===== src/rtl/x_delay_finder.sv =====
// ---------------------------------------------------------------------------
// x_delay_finder
// Measures the clock-cycle latency of a loopback path so firmware can program
// the shift-register delay line with a verified value. A 1-clock probe pulse
// is fired into the path and the clocks until its echo returns are counted.
// This repeats NTRIAL times. The block then reports the min/max latency, a
// stability flag, a timeout flag and a spurious-echo flag.
//
// Parameters
//   MXDLY   delay select width; max measurable latency = (1<<MXDLY)-1 clocks
//   NTRIAL  probe trials per measurement, 1..255
//
// Ports
//   clock     in   system clock, rising edge
//   reset_n   in   synchronous reset, active low
//   start     in   1-clock measurement request, ignored while busy
//   echo      in   returned probe from the path under test
//   probe     out  1-clock probe pulse into the path
//   busy      out  measurement in progress
//   done      out  1-clock pulse, result outputs valid from this cycle
//   dly_min   out  smallest latency over trials that returned
//   dly_max   out  largest latency over trials that returned
//   stable    out  all trials returned with identical latency
//   timeout   out  at least one trial saw no echo
//   spurious  out  an echo arrived while the path was being drained
// ---------------------------------------------------------------------------
module x_delay_finder #(
    parameter int MXDLY  = 4,
    parameter int NTRIAL = 4
) (
    input  logic             clock,
    input  logic             reset_n,
    input  logic             start,
    input  logic             echo,
    output logic             probe,
    output logic             busy,
    output logic             done,
    output logic [MXDLY-1:0] dly_min,
    output logic [MXDLY-1:0] dly_max,
    output logic             stable,
    output logic             timeout,
    output logic             spurious
);

    localparam int MXSR = 1 << MXDLY;
    localparam logic [MXDLY-1:0] CNT_LAST = MXDLY'(MXSR - 1);
    localparam logic [7:0] TRIAL_LAST = 8'(NTRIAL);

    typedef enum logic [2:0] {IDLE, FIRE, LISTEN, GAP, DONE} state_t;

    state_t           state;
    logic [MXDLY-1:0] cnt;
    logic             gap_last;
    logic [7:0]       trial;
    logic [MXDLY-1:0] acc_min;
    logic [MXDLY-1:0] acc_max;
    logic             tmo;
    logic             spur;
    logic             ok;

    // The gap drains the path for MXSR+1 cycles: cnt sweeps 0..MXSR-1 and
    // gap_last adds the final cycle, so cnt can stay MXDLY bits wide.
    // Results are latched on the transition into DONE so they are already
    // visible in the cycle where done is high; an echo on that very last gap
    // cycle is folded into spurious directly.
    always_ff @(posedge clock) begin
        if (!reset_n) begin
            state    <= IDLE;
            cnt      <= '0;
            gap_last <= 1'b0;
            trial    <= '0;
            acc_min  <= '0;
            acc_max  <= '0;
            tmo      <= 1'b0;
            spur     <= 1'b0;
            ok       <= 1'b0;
            probe    <= 1'b0;
            busy     <= 1'b0;
            done     <= 1'b0;
            dly_min  <= '0;
            dly_max  <= '0;
            stable   <= 1'b0;
            timeout  <= 1'b0;
            spurious <= 1'b0;
        end else begin
            probe <= 1'b0;
            done  <= 1'b0;
            case (state)
                IDLE: begin
                    if (start) begin
                        busy    <= 1'b1;
                        trial   <= '0;
                        acc_min <= '1;
                        acc_max <= '0;
                        tmo     <= 1'b0;
                        spur    <= 1'b0;
                        ok      <= 1'b0;
                        cnt     <= '0;
                        probe   <= 1'b1;
                        state   <= FIRE;
                    end
                end
                FIRE: begin
                    if (echo) begin
                        // Latency 0: min becomes 0, max is unchanged.
                        acc_min  <= '0;
                        ok       <= 1'b1;
                        cnt      <= '0;
                        gap_last <= 1'b0;
                        state    <= GAP;
                    end else begin
                        cnt   <= MXDLY'(1);
                        state <= LISTEN;
                    end
                end
                LISTEN: begin
                    if (echo) begin
                        if (cnt < acc_min) acc_min <= cnt;
                        if (cnt > acc_max) acc_max <= cnt;
                        ok       <= 1'b1;
                        cnt      <= '0;
                        gap_last <= 1'b0;
                        state    <= GAP;
                    end else if (cnt == CNT_LAST) begin
                        tmo      <= 1'b1;
                        cnt      <= '0;
                        gap_last <= 1'b0;
                        state    <= GAP;
                    end else begin
                        cnt <= cnt + 1'b1;
                    end
                end
                GAP: begin
                    if (echo) spur <= 1'b1;
                    if (gap_last) begin
                        trial <= trial + 8'd1;
                        if (trial + 8'd1 == TRIAL_LAST) begin
                            busy     <= 1'b0;
                            done     <= 1'b1;
                            dly_min  <= ok ? acc_min : '0;
                            dly_max  <= ok ? acc_max : '0;
                            stable   <= ok & ~tmo & (acc_min == acc_max);
                            timeout  <= tmo;
                            spurious <= spur | echo;
                            state    <= DONE;
                        end else begin
                            cnt   <= '0;
                            probe <= 1'b1;
                            state <= FIRE;
                        end
                    end else begin
                        if (cnt == CNT_LAST) gap_last <= 1'b1;
                        cnt <= cnt + 1'b1;
                    end
                end
                DONE: begin
                    state <= IDLE;
                end
                default: begin
                    state <= IDLE;
                    busy  <= 1'b0;
                end
            endcase
        end
    end

endmodule

===== config.mk =====
export PLATFORM = sky130hd
export DESIGN_NAME = x_delay_finder
export DESIGN_NICKNAME = d
export VERILOG_FILES = /design/src/rtl/x_delay_finder.sv
export SDC_FILE = /design/constraint.sdc
export NUM_CORES = 1
export LEC_CHECK = 0
export ABC_AREA = 1
export BUFFER_PORTS_ARGS = -buffer_cell sky130_fd_sc_hd__buf_2
export CAP_MARGIN = 20
export CORE_ASPECT_RATIO = 0.8
export CORE_MARGIN = 5
export CORE_UTILIZATION = 48
export DETAILED_ROUTE_END_ITERATION = 10
export PLACE_DENSITY = 0.7
export SLEW_MARGIN = 20
export SYNTH_ARGS = -nofsm -noshare
export SYNTH_HDL_FRONTEND = slang
export SYNTH_SLANG_ARGS = --single-unit
export TNS_END_PERCENT = 30

===== constraint.sdc =====
create_clock -name clock -period 4.7 [get_ports clock]
set_input_delay 1.41 -clock clock [delete_from_list [all_inputs] [get_ports clock]]
set_output_delay 1.41 -clock clock [all_outputs]
set_load 0.05 [all_outputs]

==> impl_metrics.env <==
export IMPL_place_ws_ns=1.76
export IMPL_die_h_um=69.3
export IMPL_n_fill_cell=431
export IMPL_synth_top_cell_area_share=0.389
export IMPL_finalPower_mw=1.10
export IMPL_clock_fmax_ghz=0.384
export IMPL_cts_sinks=41
export IMPL_worstPathRequired_ns=4.95
export IMPL_post_cts_buffers=0
export IMPL_fin_ws_ns=2.10
export IMPL_hold_class="flop to flop"
export IMPL_multiInputGateArea_sq_um=1130
export IMPL_layout_nets=334
export IMPL_grt_pass1_vias=1633
export IMPL_critPathTopFamily="buffers and inverters"
export IMPL_diodes=0
export IMPL_hold_buffers=0
export IMPL_via_per_inst=5.12
export IMPL_period_share=0.554
export IMPL_slowest_delay_ns=0.57
export IMPL_core_sq_um=4230
export IMPL_ff_latch_area_sq_um=821
export IMPL_place_inst=371
export IMPL_critPathMaxFanout=22
export IMPL_dieWidth_um=84.2
export IMPL_hold_viol=0
export IMPL_ctsRootBufferMaster="clkbuf_8"
export IMPL_syn_nets=316
export IMPL_synth_seq_cells=41
export IMPL_drc_errors=0
export IMPL_grt_overflow_total=0
export IMPL_dr_pass1_iters=4
export IMPL_final_area_sq_um=2330
export IMPL_cp_arrival_ns=2.85
export IMPL_ys_warnings_count=0
export IMPL_worstMarginPinSlew_ns=0.567
export IMPL_min_period_ns=2.60
export IMPL_grt_pass1_wl_um=7730
export IMPL_grt_max_degree=23
export IMPL_track_usage=0.162
export IMPL_cts_max_level=2
export IMPL_insertion_delay_ns=0.30
export IMPL_hold_depth=2
export IMPL_drt_iter0_drc=152
export IMPL_dpl_hpwl_um=3360
export IMPL_final_max_slew_viol_count=0
export IMPL_crit_buf_inv=2
export IMPL_tns_ns=0
export IMPL_wl_per_cell_um=12.2
export IMPL_syn_instance_count=303
export IMPL_initial_core_util=0.499
export IMPL_path_cells="buf_2 > clkinv_1 > nor2_4 > nand3_1 > nand2_1"
export IMPL_wl_um=4600
export IMPL_rr_worst_depth=9
export IMPL_vias=1936
export IMPL_ys_seq_area_frac=0.389
export IMPL_critPathLaunchType="input pin"
export IMPL_clkSlewWorstSetupHoldPaths_ns=0.08
export IMPL_pin_count=18
export IMPL_routabilityCongestion=0.851
export IMPL_powerDensity_nw_per_um2=474
export IMPL_syn_area_sq_um=2110
export IMPL_ant_nets=0
export IMPL_outcome="completed"
export IMPL_relSlewSlack=0.620
export IMPL_crit_slowest_cell="clkinv_1"
export IMPL_antenna_found_initial=0
export IMPL_cts_max_path_buffers=2
export IMPL_row_count=21
export IMPL_endpoint_kind="flop"
export IMPL_avgSynthCellArea_sq_um=6.97
export IMPL_rsz0062_at_grt="false"
export IMPL_place_area_sq_um=2240
export IMPL_vdd_ir_drop_max_v=0.000287
export IMPL_clock_skew_final_ns=0.0130
export IMPL_cts_resized=0
export IMPL_crit_type="input pin to flop"
export IMPL_drive_gt1_frac=0.103
export IMPL_syn_to_final_growth_pct=10.2
export IMPL_ys_types=29
export IMPL_cts_tree="done"
export IMPL_io_buffers=17
export IMPL_stdcell_count=378
export IMPL_yosys_area_top_type="dfxtp_1"
export IMPL_cap_viol_max_count=0
export IMPL_setup_viol=0
export IMPL_cts_buffers=5
export IMPL_p_leak_nw=1.03
export IMPL_crit_cells=5
export IMPL_fp_dieArea_sq_um=5830
export IMPL_synth_top_cells_by_area="dfxtp_1 (39%), nand2_1 (14%), a21oi_1 (7.8%)"
[cells in the final DEF, fill, tap and decap left out, types with 3 or more instances in the layout]
cell type and instances:
nor2_4 3, clkbuf_8 6, buf_2 17, dfxtp_1 41, nand4_1 9, o21ai_0 8, a21oi_1 33, inv_1 32
nor2_1 28, nand3_1 33, nor3_1 4, xor2_1 4, nand2_1 76, ha_1 9
[worst paths after layout]
check | from | end | slack [ns]
max | reset_n | dly_min[3]$_SDFFE_PN0P_ | 2.10
min | busy$_SDFFE_PN0P_ | busy$_SDFFE_PN0P_ | 0.46
max reg2reg | acc_max[3]$_SDFFE_PN0P_ | acc_max[2]$_SDFFE_PN0P_ | 2.78
min reg2reg | busy$_SDFFE_PN0P_ | busy$_SDFFE_PN0P_ | 0.46
[power breakdown]
group          switching, mW  internal, mW
combinational          0.252         0.138
sequential            0.0713         0.403
clock                  0.122         0.116
[worst register-to-register path: stages (launching register included)]
cell      delay (ns)
dfxtp_1         0.41
inv_1           0.10
ha_1            0.32
nand2_1         0.05
o21ai_0         0.14
nand2_1         0.07
a21boi_1        0.44
nand3_1         0.14
nand2_1         0.10
nor2_1          0.04
[stage by stage]
| stage | hold slack [ns] | util |
|---|---|---|
| floorplan | 0.452 | - |
| global placement | 0.450 | 0.529 |
| detailed placement | 0.453 | 0.529 |
| CTS | 0.464 | 0.550 |
| global route | 0.485 | 0.550 |
| finish | 0.462 | 0.550 |
[synth_stat cells (all sizes together)]
library cell and instances:
nand4 9, nor2 33, nand3 34, inv 33
a21boi 1, ha 9, o21ai 10, buf 3
a211oi 2, nor4 1, clkbuf 3, xor2 4
o211ai 2, dfxtp 41, nor3 5, nand3b 1
nand2 77, a21oi 33, a31oi 1, clkinv 1
[registers in the layout, summed over array words and instances (netlist names)]
register / flops
ok: 1
spurious: 1
tmo: 1
dly_max: 4
cnt: 4
probe: 1
acc_min: 4
state: 3
dly_min: 4
stable: 1
done: 1
busy: 1
gap_last: 1
timeout: 1
trial: 8
acc_max: 4
spur: 1
[kinds of logic (layout without fill, tap and decap cells)]
logic type      after synthesis  after routing  synth area share
simple gates                160            160             0.344
compound gates               49             49             0.123
xor+xnor                      4              4            0.0166
buf+inv                      40             58            0.0752
fa+ha+maj                     9              9            0.0533
flops                        41             41             0.389
[metal layers]
layer  GRT usage  wire [um]  up-vias
li1            -          -     1038
met1       0.240       2480      861
met2       0.217       1850       29
met3      0.0380        185        8
met4      0.0750         91        0
met5           0          0        -
[cell type report]
cell class / count / area share
Inverter: 34 / 0.0548
Timing Repair Buffer: 17 / 0.0366
Clock inverter: 1 / 0.00323
Clock buffer: 6 / 0.0355
Sequential cell: 41 / 0.353
Tap cell: 57 / 0.0306
Multi-Input combinational cell: 222 / 0.487
No activity file was read; power rests on OpenSTA's default activity.
